**config.mk**
```make
export PLATFORM = sky130hd
export DESIGN_NAME = seg_scan_capture
export DESIGN_NICKNAME = d
export VERILOG_FILES = /design/src/rtl/seg_scan_capture_pkg.sv /design/src/rtl/seg_scan_capture_seg7_to_bcd.sv /design/src/rtl/seg_scan_capture.sv
export SDC_FILE = /design/constraint.sdc
export NUM_CORES = 1
export LEC_CHECK = 0
export CORE_UTILIZATION = 28
export CTS_CLUSTER_DIAMETER = 30
export DETAILED_ROUTE_END_ITERATION = 8
export SYNTH_ARGS = -nofsm -noshare
export SYNTH_HDL_FRONTEND = slang
export SYNTH_SLANG_ARGS = --single-unit
```
**constraint.sdc**
```tcl
create_clock -name clk -period 11.25 [get_ports clk]
set_input_delay 2.25 -clock clk [delete_from_list [all_inputs] [get_ports clk]]
set_output_delay 2.25 -clock clk [all_outputs]
set_load 0.02 [all_outputs]
```
**src/rtl/seg_scan_capture_pkg.sv**
```systemverilog
// Shared constants for the seven-segment scan receiver: segment codes, slot
// indices, FSM encoding, decoder result layout and the frame validity rule.
package seg_scan_capture_pkg;

    localparam int NUM_SLOTS = 6;

    // Segment patterns with bit0 = a ... bit6 = g, 1 = segment lit.
    localparam logic [6:0] SEG_0 = 7'h3F;
    localparam logic [6:0] SEG_1 = 7'h06;
    localparam logic [6:0] SEG_2 = 7'h5B;
    localparam logic [6:0] SEG_3 = 7'h4F;
    localparam logic [6:0] SEG_4 = 7'h66;
    localparam logic [6:0] SEG_5 = 7'h6D;
    localparam logic [6:0] SEG_6 = 7'h7D;
    localparam logic [6:0] SEG_7 = 7'h07;
    localparam logic [6:0] SEG_8 = 7'h7F;
    localparam logic [6:0] SEG_9 = 7'h6F;

    localparam logic [2:0] SLOT_SEC  = 3'd0;
    localparam logic [2:0] SLOT_TSEC = 3'd1;
    localparam logic [2:0] SLOT_MIN  = 3'd2;
    localparam logic [2:0] SLOT_TMIN = 3'd3;
    localparam logic [2:0] SLOT_HR   = 3'd4;
    localparam logic [2:0] SLOT_THR  = 3'd5;

    localparam logic [5:0] MASK_FULL  = 6'b111111;
    localparam logic [5:0] MASK_SLOT0 = 6'b000001;

    // Value of the decoder's illegal flag when the pattern is not a digit.
    localparam logic ILLEGAL_CODE = 1'b1;

    typedef enum logic [1:0] {
        ST_SYNC    = 2'd0,
        ST_COLLECT = 2'd1,
        ST_CHECK   = 2'd2
    } state_e;

    typedef struct packed {
        logic       illegal;
        logic [3:0] bcd;
    } dec_t;

    // Clock-counter frame rule: seconds/minutes tens 0..5, hours 00..12.
    function automatic logic frame_ok(input logic [3:0] tsec,
                                      input logic [3:0] tmin,
                                      input logic [3:0] hr,
                                      input logic [3:0] thr);
        logic ok;
        ok = (tsec <= 4'd5) && (tmin <= 4'd5) && (thr <= 4'd1);
        if (thr == 4'd1 && hr > 4'd2) begin
            ok = 1'b0;
        end
        return ok;
    endfunction

endpackage

```
**src/rtl/seg_scan_capture_seg7_to_bcd.sv**
```systemverilog
// Inverse of the display refresher's encoder: lit-segment pattern to BCD digit,
// flagging any pattern that is not one of the ten digit shapes.
module seg7_to_bcd
    import seg_scan_capture_pkg::*;
(
    input  logic [6:0] pat_i,
    output logic       illegal_o,
    output logic [3:0] bcd_o
);

    dec_t dec;

    always_comb begin
        dec = '{illegal: 1'b0, bcd: 4'd0};
        case (pat_i)
            SEG_0:   dec.bcd = 4'd0;
            SEG_1:   dec.bcd = 4'd1;
            SEG_2:   dec.bcd = 4'd2;
            SEG_3:   dec.bcd = 4'd3;
            SEG_4:   dec.bcd = 4'd4;
            SEG_5:   dec.bcd = 4'd5;
            SEG_6:   dec.bcd = 4'd6;
            SEG_7:   dec.bcd = 4'd7;
            SEG_8:   dec.bcd = 4'd8;
            SEG_9:   dec.bcd = 4'd9;
            default: dec.illegal = ILLEGAL_CODE;
        endcase
    end

    assign illegal_o = dec.illegal;
    assign bcd_o     = dec.bcd;

endmodule

```
**src/rtl/seg_scan_capture.sv**
```systemverilog
// Samples a multiplexed seven-segment bus, filters each scanned slot for
// stability, decodes it and assembles validated HH:MM:SS frames.
module seg_scan_capture
    import seg_scan_capture_pkg::*;
#(
    parameter int STABLE_CYCLES = 16,
    parameter int FRAME_TIMEOUT = 65535
) (
    input  logic       clk,
    input  logic       rst_n,
    input  logic [7:0] SEG,
    input  logic [5:0] ENABLE,
    output logic [3:0] seconds,
    output logic [3:0] t_secs,
    output logic [3:0] minutes,
    output logic [3:0] t_mins,
    output logic [3:0] hours,
    output logic [3:0] t_hours,
    output logic       time_valid,
    output logic       frame_err,
    output logic       display_lost
);

    localparam logic [7:0]  STAB_MAX = 8'(STABLE_CYCLES - 1);
    localparam logic [7:0]  STAB_PRE = 8'(STABLE_CYCLES - 2);
    localparam logic [15:0] TO_MAX   = 16'(FRAME_TIMEOUT);

    logic [13:0] sync1_q, sync2_q;
    logic [12:0] watch_s, prev_q;
    logic [6:0]  seg_s;
    logic [5:0]  en_s;
    logic        unused_dp_s;
    logic        changed_s, slot_active_s, capture_s, timeout_s;
    logic [2:0]  slot_s;
    logic [5:0]  slot_bit_s, mask_next_s;
    logic [7:0]  stab_q, stab_d;
    logic [15:0] to_q, to_d;
    logic        illegal_s;
    logic [3:0]  bcd_s;

    state_e          state_q;
    logic [5:0]      mask_q;
    logic [5:0][3:0] dig_q;
    logic [5:0][3:0] out_q;
    logic            time_valid_q, frame_err_q, lost_q;

    // Input synchronizer: idle level (all ones) is the reset value.
    always_ff @(posedge clk or negedge rst_n) begin
        if (!rst_n) begin
            sync1_q <= '1;
            sync2_q <= '1;
            prev_q  <= '1;
        end else begin
            sync1_q <= {ENABLE, SEG};
            sync2_q <= sync1_q;
            prev_q  <= watch_s;
        end
    end

    assign seg_s       = sync2_q[6:0];
    assign unused_dp_s = sync2_q[7];
    assign en_s        = sync2_q[13:8];
    assign watch_s     = {en_s, seg_s};
    assign changed_s   = (watch_s != prev_q);

    always_comb begin
        slot_s = '0;
        for (int i = 0; i < NUM_SLOTS; i++) begin
            if (!en_s[i]) begin
                slot_s = 3'(i);
            end
        end
    end

    assign slot_active_s = $onehot(~en_s);
    assign slot_bit_s    = 6'b000001 << slot_s;
    assign mask_next_s   = mask_q | slot_bit_s;

    // Capture fires once, on the cycle the counter steps onto its saturation value.
    assign capture_s = slot_active_s && !changed_s && (stab_q == STAB_PRE);
    assign timeout_s = !capture_s && (to_q == TO_MAX);

    always_comb begin
        stab_d = stab_q;
        if (!slot_active_s || changed_s) begin
            stab_d = '0;
        end else if (stab_q != STAB_MAX) begin
            stab_d = stab_q + 8'd1;
        end
    end

    always_comb begin
        to_d = to_q;
        if (capture_s) begin
            to_d = '0;
        end else if (to_q != TO_MAX) begin
            to_d = to_q + 16'd1;
        end
    end

    always_ff @(posedge clk or negedge rst_n) begin
        if (!rst_n) begin
            stab_q <= '0;
            to_q   <= '0;
        end else begin
            stab_q <= stab_d;
            to_q   <= to_d;
        end
    end

    seg7_to_bcd u_dec (
        .pat_i     (~seg_s),
        .illegal_o (illegal_s),
        .bcd_o     (bcd_s)
    );

    // Frame assembly FSM; all outputs are registered here.
    always_ff @(posedge clk or negedge rst_n) begin
        if (!rst_n) begin
            state_q      <= ST_SYNC;
            mask_q       <= '0;
            dig_q        <= '0;
            out_q        <= '0;
            time_valid_q <= 1'b0;
            frame_err_q  <= 1'b0;
            lost_q       <= 1'b1;
        end else begin
            time_valid_q <= 1'b0;
            frame_err_q  <= 1'b0;
            if (timeout_s) begin
                lost_q  <= 1'b1;
                state_q <= ST_SYNC;
                mask_q  <= '0;
            end else begin
                case (state_q)
                    ST_SYNC: begin
                        if (capture_s && slot_s == SLOT_SEC && !illegal_s) begin
                            dig_q[SLOT_SEC] <= bcd_s;
                            mask_q          <= MASK_SLOT0;
                            state_q         <= ST_COLLECT;
                        end
                    end
                    ST_COLLECT: begin
                        // An empty mask means a frame was just checked: only slot 0 may open the next.
                        if (capture_s && (mask_q != '0 || slot_s == SLOT_SEC)) begin
                            if (illegal_s) begin
                                frame_err_q <= 1'b1;
                                state_q     <= ST_SYNC;
                                mask_q      <= '0;
                            end else if (mask_q[slot_s]) begin
                                if (slot_s == SLOT_SEC) begin
                                    dig_q[SLOT_SEC] <= bcd_s;
                                    mask_q          <= MASK_SLOT0;
                                end else begin
                                    frame_err_q <= 1'b1;
                                    state_q     <= ST_SYNC;
                                    mask_q      <= '0;
                                end
                            end else begin
                                dig_q[slot_s] <= bcd_s;
                                mask_q        <= mask_next_s;
                                if (mask_next_s == MASK_FULL) begin
                                    state_q <= ST_CHECK;
                                end
                            end
                        end
                    end
                    ST_CHECK: begin
                        if (frame_ok(dig_q[SLOT_TSEC], dig_q[SLOT_TMIN],
                                     dig_q[SLOT_HR], dig_q[SLOT_THR])) begin
                            out_q        <= dig_q;
                            time_valid_q <= 1'b1;
                            lost_q       <= 1'b0;
                        end else begin
                            frame_err_q <= 1'b1;
                        end
                        state_q <= ST_COLLECT;
                        mask_q  <= '0;
                    end
                    default: begin
                        state_q <= ST_SYNC;
                        mask_q  <= '0;
                    end
                endcase
            end
        end
    end

    assign seconds      = out_q[SLOT_SEC];
    assign t_secs       = out_q[SLOT_TSEC];
    assign minutes      = out_q[SLOT_MIN];
    assign t_mins       = out_q[SLOT_TMIN];
    assign hours        = out_q[SLOT_HR];
    assign t_hours      = out_q[SLOT_THR];
    assign time_valid   = time_valid_q;
    assign frame_err    = frame_err_q;
    assign display_lost = lost_q;

endmodule
```
* Word level (Yosys, flattened, before mapping)
Index checks and enable logic that the tools add are counted.
** Storage, ports and cells
- Register bits :: 124
- Bits of input ports :: 16
- Output and inout bits :: 27
- Word-level logic and storage cells :: 151
** Cells by class
- $add $sub $neg :: 7
- $lt $le $gt $ge :: 6
- Equal/unequal tests :: 28
- Shifts and indexed selects :: 1
- Multiplexer cells :: 52
- Bitwise gates (word level) :: 5
- Reductions and logical operators :: 30
** Operators by type and width (count)
- $eq A7 B7 Y1 const B :: 7
- $pmux W4 S9 :: 1
- $mux W16 :: 2
- $mux W6 :: 5
- $bwmux W24 :: 1
- $mux W4 :: 6
- $mux W1 :: 18
- $add A16 B1 Y16 const B :: 1
- $eq A16 B16 Y1 const B :: 1
- $mux W8 :: 2
- $ne A16 B16 Y1 const B :: 1
- $eq A7 B3 Y1 const B :: 2
- $mux W2 :: 7
- $ne A13 B13 Y1 :: 1
- $demux W4 S3 :: 1
- $mux W3 :: 4
- $pmux W6 S2 :: 1
- $logic_and A1 B1 Y1 :: 10
- $ne A5 B5 Y1 const B :: 2
- $reduce_bool A2 Y1 :: 5
- $reduce_or A10 Y1 :: 1
- $ne A3 B3 Y1 const B :: 3
- $add A8 B1 Y8 const B :: 1
- $eq A8 B4 Y1 const B :: 1
- other kinds (35) :: 45

* Logic depth before layout (Yosys ltp)
Gate-level depths: netlist of run 1.
- Word-level depth :: 14
- Gate-level depth with buffers :: 13

* Cells and area by module
Synthesis of run 1 repeated with hierarchy kept, for this count alone.
** Second synthesis, totals
- Cell total of the unflattened synthesis :: 428
- Area total of the unflattened synthesis :: 5456.5 sq um
** Modules (own cells, without submodules)
- seg_scan_capture :: times used 1, cells an instance 394, area each 5188.7 sq um, seq. area each 3103.0 sq um
- seg7_to_bcd :: times used 1, cells an instance 34, area each 267.8 sq um, seq. area each 0.0 sq um

* Least setup slack after synthesis of run 1
No wires, ideal clock.
- Path type :: register -> register
- From :: register sync2_q[9]
- To :: register out_q (netlist bit hours[3])
- Library setup time :: 128 ps
- Arrival time :: 3954 ps
- Required time :: 11122 ps
- Slack :: 7168 ps
- Stages on the path, launching flop included :: 14
- Period minus slack after synthesis :: 4082 ps
- Cell sequence :: dfstp_2 fa_1 inv_1 fa_1 ha_1 fa_1 or3b_1 nor4_1 and4_1 buf_2 nor2_1 nor2_2 buf_2 mux2_1
** On the way
- Longest elaborated chain between the ends :: 11
** RTL lines
- start, declared :: line seg_scan_capture.sv:28 : logic [13:0] sync1_q, sync2_q;
- start signal, assigned :: line seg_scan_capture.sv:55 : sync2_q <= sync1_q;
- $not A6 Y6 :: line seg_scan_capture.sv:75 : assign slot_active_s = $onehot(~en_s);
- $add A1 B1 Y2 (not written as such) :: line seg_scan_capture.sv:75
- $add A2 B2 Y3 (not written as such) :: line seg_scan_capture.sv:75
- $add A3 B2 Y3 (not written as such) :: line seg_scan_capture.sv:75
- $eq A3 B1 Y1 :: line seg_scan_capture.sv:75
- $logic_and A1 B1 Y1 (*) (2 in a row) :: line seg_scan_capture.sv:80 : assign capture_s = slot_active_s && !changed_s && (stab_q == STAB_PRE);
- $logic_not A1 Y1 (*) :: line seg_scan_capture.sv:81 : assign timeout_s = !capture_s && (to_q == TO_MAX);
- $logic_and A1 B1 Y1 (*) :: line seg_scan_capture.sv:81
- $not A1 Y1 (no source line) (*)
- $reduce_and A3 Y1 (no source line) (*)
- end signal, assigned :: line seg_scan_capture.sv:171 : out_q <= dig_q;
- end, declared :: line seg_scan_capture.sv:44 : logic [5:0][3:0] out_q;
Mark *: on every way between the ends. The rest lies on a longest branch, timed or not.
A chain may end at the register's enable or synchronous reset.

* Worst setup path in the final report of run 1
- From :: register sync2_q[11]
- To :: register out_q (netlist bit t_mins[1])
Same word-level chain as after synthesis.

==> flow_summary_export.csv, run 1 <==
group,metric,value,unit
finish,insertedDiodeCount,0,
worst_hold_path,hold_class,"flip-flop to flip-flop",
clocking,cts_sinks,122,
clocking,cts-resized-gates,0,
global_routing,first_global_vias,3475,
sta,tightest_slew,1.15,ns
sta,rsz0062_at_grt,"false",
clocking,h-tree-depth,4,
sta,max_freq,0.200,GHz
synth,ys_ff_latch,122,
global_routing,antenna_found_initial,0,
global_routing,grt_use_met2,17.8,%
synth,synthArstFlopShare,100,%
setup_path,cp-start-kind,"flip-flop",
sta,finClkSkew,0.00729,ns
placement,place_hpwl,6.99,mm
placement,place.gp.congestion,0.850,
setup_path,crit_path_end_kind,"flip-flop",
clocking,cts_tree,"built",
sta,finalCritPeriodShare,44.5,%
synth,ys_types,60,
setup_path,critPathMaxFanout,25,
sta,slew_viol_final,0,
placement,dp.cells,698,
status,status,"finished, final reports clean",
clocking,cts_buffers,17,
floorplan,die_w,140,um
global_routing,grt_util_met3,3.83,%
clocking,postCtsSetupBuffers,0,
placement,port_buffers,41,
setup_path,cp.arrival,5.30,ns
finish,nets,510,
finish,fin_cells,729,
power_and_ir_drop,power.leakage,2.92,nW
setup_path,cp_data_required_time,11.54,ns
clocking,clk_path_buf_depth,2,
synth,syn_avg_cell_area,12.4,um2
power_and_ir_drop,ir_worst_vdd,0.0969,mV
synth,synth_edf_count,0,
finish,mostFrequentLayoutCell,"dfrtp_1",
sta,hold_viol_final,0,
global_routing,grt-ovfl-total,0,
setup_path,worstSetupPathType,"flip-flop to flip-flop",
global_routing,top_usage_layer,"met2",
drt,firstDrtPassIters,4,
floorplan,core_area,18800,um2
sta,setup_viol,0,
finish,layout_common_cells,"82 x dfrtp_1, 40 x nor2_1, 40 x dfstp_2, 40 x clkdlybuf4s50_1, 39 x mux2_1",
global_routing,grt_usage,11.6,%
drt,drc_errors,0,
sta,slew_headroom,23.1,%
drt,wl,10.1,mm
clocking,worstSkewPairLatency,0.41,ns
sta,layout_min_cycle_time,5.01,ns
synth,synth-main-ff-cell,"dfrtp_1",
synth,synth_nets,461,
floorplan,io_pins,43,
clocking,ctsHoldBuffers,0,
synth,synth_seq_area_share,57.8,%
floorplan,die_y,140,um
synth,ys_warn_count,0,
drt,postRouteAntennaNets,0,
global_routing,use_met1,15.0,%
clocking,path_clk_slew,0.05,ns
global_routing,grt_max_degree,67,
global_routing,grt_pass1_wl,17.8,mm
floorplan,die-area,19700,um2
floorplan,initial_core_util,28.6,%
sta,finalSetupTns,0,ns
synth,synth_area,5370,um2
power_and_ir_drop,p_per_area,155,nW/um2
job,drv_cap,0,
finish,drive_gt1_share,18.2,%
finish,synthToLayoutAreaGrowth,23.7,%
drt,drt-initial-drc-count,156,
floorplan,num_rows,50,
synth,synth_cells,434,
clocking,cts_root_buffer,"clkbuf_16",
drt,via_count,3379,
drt,wire_per_inst,13.8,um
drt,via_per_inst,4.64,
finish,n_fill_cell,1801,
[cells in the mapped netlist, drive strengths merged, types with 2 or more instances]
library cell,number,area share (%)
nand2,21,1.5
dfrtp,82,38
xnor2,14,2.3
nor2,41,2.9
a211oi,5,0.79
buf,5,0.47
mux2,44,9.5
a21oi,15,1.4
a211o,2,0.33
xor2,18,2.9
a22oi,2,0.28
a31o,2,0.33
or3,7,1.1
and3,4,0.47
nor3,6,0.65
mux2i,3,0.56
nor3b,5,0.70
nor2b,8,0.93
o2111ai,2,0.33
a21o,2,0.28
dfstp,40,20
and4,4,0.65
nand3,11,1.0
and2,4,0.47
o21ai,11,1.0
ha,8,1.9
a31oi,2,0.51
fa,3,1.1
clkbuf,7,0.49
nand4,5,0.86
nand2b,6,0.70
nand3b,2,0.28
nor4,10,1.7
inv,17,1.2
o22ai,2,0.23
[area by class of cell]
type | instances | area (um2) | area share (%)
flip-flops and latches | 122 | 3100 | 46.7
repair buffers | 42 | 415 | 6.25
clock buffers | 25 | 571 | 8.59
inverters | 17 | 63.8 | 0.961
clock inverters | 6 | 46.3 | 0.697
multi-input cells | 283 | 2150 | 32.4
well taps | 234 | 293 | 4.41
[worst paths after layout]
path / cells after the start / startpoint / to / slack (ns)
setup / recovery: 11 / sync2_q[11] / t_mins[1] / 6.24
hold / removal: 0 / sync1_q[5] / sync2_q[5] / 0.35
setup reg to reg: 11 / sync2_q[11] / t_mins[1] / 6.24
hold reg to reg: 0 / sync1_q[5] / sync2_q[5] / 0.35
max in group asynchronous: 2 / rst_n / mask_q[2] / 8.06
min in group asynchronous: 1 / rst_n / stab_q[7] / 1.89
[stage by stage]
| stage | utilization (%) | area, um2 | hold slack, ns | total power, W | setup WS (ns) |
|---|---|---|---|---|---|
| after floorplan | - | 5370 | 0.345 | 0.000479 | 7.17 |
| after global placement | 32.1 | 6020 | 0.346 | 0.000496 | 6.29 |
| after detailed placement | 32.1 | 6020 | 0.347 | 0.000498 | 6.19 |
| after CTS | 35.4 | 6640 | 0.355 | 0.00105 | 6.18 |
| after global routing | 35.4 | 6640 | 0.358 | 0.00108 | 5.87 |
| final | 35.4 | 6640 | 0.354 | 0.00103 | 6.24 |
[registers in the layout, indices dropped and copies added (netlist names), 6 cells and up]
signal   cells
to_q        16
dig_q       24
prev_q      13
stab_q       8
mask_q       6
sync1_q     13
sync2_q     13
[power by group]
group / total (W) / leakage, nW / switching (W) / internal, W
clock network: 0.000542 / 0.298 / 0.000191 / 0.000351
registers: 0.000461 / 1.55 / 0.00000822 / 0.000452
logic: 0.0000288 / 1.07 / 0.0000167 / 0.0000121
[kinds of logic (layout without fill, tap and decap cells)]
kind of cell / Yosys count / in the layout / share of synthesized area, %
and+or+nand+nor: 139 / 139 / 14.7
DFF: 122 / 122 / 57.8
AOI/OAI and AO/OA: 54 / 54 / 7.04
muxes: 47 / 47 / 10.1
xor gates and xnor gates: 32 / 32 / 5.22
buffers and inverters: 29 / 90 / 2.14
adders and majority gates: 11 / 11 / 2.98
[metal layers]
metal  part of all wire [%]  up-vias
li1                       -     1621
met1                     49     1689
met2                     46       61
met3                    3.8        8
met4                    1.2        0
met5                      0        -
[worst max-delay path: stages, from the launching register on]
cell and delay (ns):
dfstp_2 0.66, fa_1 0.45, inv_1 0.08, fa_1 0.42, ha_1 0.20, fa_1 0.43
or3b_1 0.38, nor4_1 0.27, and4_1 0.53, nor2_1 0.17, nor2_2 0.91, mux2_1 0.39
(Power assumes the default switching activity.)
==> run 2, diff against run 1 <==
==> constraint.sdc (replaced) <==
create_clock -name clk -period 4.3 [get_ports clk]
set_input_delay 0.86 -clock clk [delete_from_list [all_inputs] [get_ports clk]]
set_output_delay 0.86 -clock clk [all_outputs]
set_load 0.02 [all_outputs]
==> run 2 against run 1 <==
Net effect: non-clock buffer count increased by 15; routed wire length rose by 4.0%; clock skew about the same; clock-buffer cell count rose by 1; critical path depth did not move; sequential cell count unchanged; via count grew 2.2%; sequential share of layout area decreased by 1.1 points; hold slack worse by 0.0044 ns; largest power group unchanged.
==> flow_summary_export.csv, run 2 (synthesized netlist as in run 1, its figures left out) <==
group,metric,value,unit
clocking,cts_buffers,17,
floorplan,core_area,18800,um2
global_routing,grt-ovfl-total,0,
sta,setup_viol,0,
placement,dp.cells,713,
global_routing,grt_pass1_wl,18.3,mm
floorplan,die-area,19700,um2
setup_path,crit_path_end_kind,"flip-flop",
floorplan,die_y,140,um
sta,slew_headroom,33.7,%
sta,rsz0062_at_grt,"false",
clocking,cts_sinks,122,
placement,port_buffers,41,
power_and_ir_drop,p_per_area,407,nW/um2
global_routing,grt_usage,12.0,%
setup_path,cp.arrival,4.32,ns
floorplan,die_w,140,um
setup_path,worstSetupPathType,"flip-flop to flip-flop",
setup_path,critPathMaxFanout,7,
drt,drc_errors,0,
global_routing,antenna_found_initial,0,
finish,nets,525,
worst_hold_path,hold_class,"flip-flop to flip-flop",
drt,wl,10.5,mm
power_and_ir_drop,ir_worst_vdd,0.258,mV
finish,fin_cells,745,
finish,top_regs,"dig_q x24, to_q x16",
clocking,path_clk_slew,0.05,ns
clocking,h-tree-depth,4,
finish,insertedDiodeCount,0,
clocking,clk_path_buf_depth,2,
sta,finalSetupTns,0,ns
placement,place.gp.congestion,0.885,
drt,firstDrtPassIters,4,
finish,synthToLayoutAreaGrowth,26.7,%
sta,fin_hold_ws,0.350,ns
global_routing,grt_max_degree,68,
sta,finClkSkew,0.00707,ns
setup_path,cp-start-kind,"flip-flop",
global_routing,first_global_vias,3706,
power_and_ir_drop,power.leakage,3.02,nW
finish,largest_reg_flops,24,
drt,wire_per_inst,14.0,um
status,status,"finished, final reports clean",
sta,tightest_slew,0.986,ns
floorplan,num_rows,50,
drt,via_count,3452,
drt,postRouteAntennaNets,0,
floorplan,io_pins,43,
sta,finalCritPeriodShare,93.4,%
clocking,cts_root_buffer,"clkbuf_16",
finish,regMostFlops,"dig_q",
power_and_ir_drop,finalPower,0.00276,W
clocking,cts_tree,"built",
setup_path,cp_data_required_time,4.60,ns
drt,drt-initial-drc-count,213,
clocking,worstSkewPairLatency,0.42,ns
floorplan,initial_core_util,28.6,%
job,drv_cap,0,
clocking,ctsHoldBuffers,0,
finish,drive_gt1_share,20.9,%
placement,place_hpwl,7.42,mm
sta,max_freq,0.249,GHz
drt,via_per_inst,4.63,
finish,mostFrequentLayoutCell,"dfrtp_1",
sta,layout_min_cycle_time,4.02,ns
sta,slew_viol_final,0,
sta,hold_viol_final,0,
finish,layout_common_cells,"82 x dfrtp_1, 40 x nor2_1, 40 x dfstp_2, 40 x clkdlybuf4s50_1, 39 x mux2_1",
==> run 2: power by group <==
part	total [W]	internal, W	switching (W)
logic	0.0000865	0.0000349	0.0000516
registers	0.00120	0.00118	0.0000167
clock network	0.00148	0.000982	0.000496
total	0.00276	0.00220	0.000565
==> run 2: critical path, cell delays in order, from the launching register on <==
cell and delay (ns):
dfstp_2 0.57, fa_1 0.40, inv_1 0.08, fa_1 0.41, ha_1 0.20, fa_1 0.42
or3b_1 0.39, nor4_2 0.18, and4_2 0.35, nand4_4 0.16, or3_4 0.43, mux2_4 0.31
==> run 2: final timing paths <==
kind,from,end,slack (ns),cells after the start
setup / recovery,sync2_q[8],dig_q[16],0.28,11
max in group asynchronous,rst_n,dig_q[11],2.85,2
setup reg to reg,sync2_q[8],dig_q[16],0.28,11
hold reg to reg,sync1_q[0],sync2_q[0],0.35,0
min in group asynchronous,rst_n,stab_q[3],0.55,1
hold / removal,sync1_q[0],sync2_q[0],0.35,0
==> run 2: cell type report <==
class / count / area (um2)
clock buffers: 26 / 574
clock inverters: 6 / 67.6
fillers: 1803 / 12000
inverters: 17 / 63.8
multi-input cells: 283 / 2160
flip-flops and latches: 122 / 3100
well taps: 234 / 293
repair buffers: 57 / 541
==> run 2: per-stage QoR <==
stage	utilization (%)	instance area [um2]	worst slack (ns)
5_1_grt	36.2	6800	0.0768
3_5_place_dp	32.8	6150	0.166
4_1_cts	36.2	6790	0.150
2_1_floorplan	-	5370	0.218
6_report	36.2	6800	0.283
3_3_place_gp	32.8	6150	0.170
==> run 2: repair_timing <==
action / CTS / global route
gates resized for setup: 0 / 2
endpoints found under the setup margin: 0 / 6
endpoints found under the hold margin: 0 / 0
buffers inserted: 0 / 0
==> run 2: layer usage <==
layer  share of wire (%)  wire length [um]  GRT usage (%)  vias to the layer above
li1                    -                 -              -                     1651
met1                  46              4840           15.0                     1716
met2                  48              4970           18.5                       66
met3                 3.5               367           3.49                       19
met4                 2.6               277           7.15                        0
met5                   0                 0              0                        -
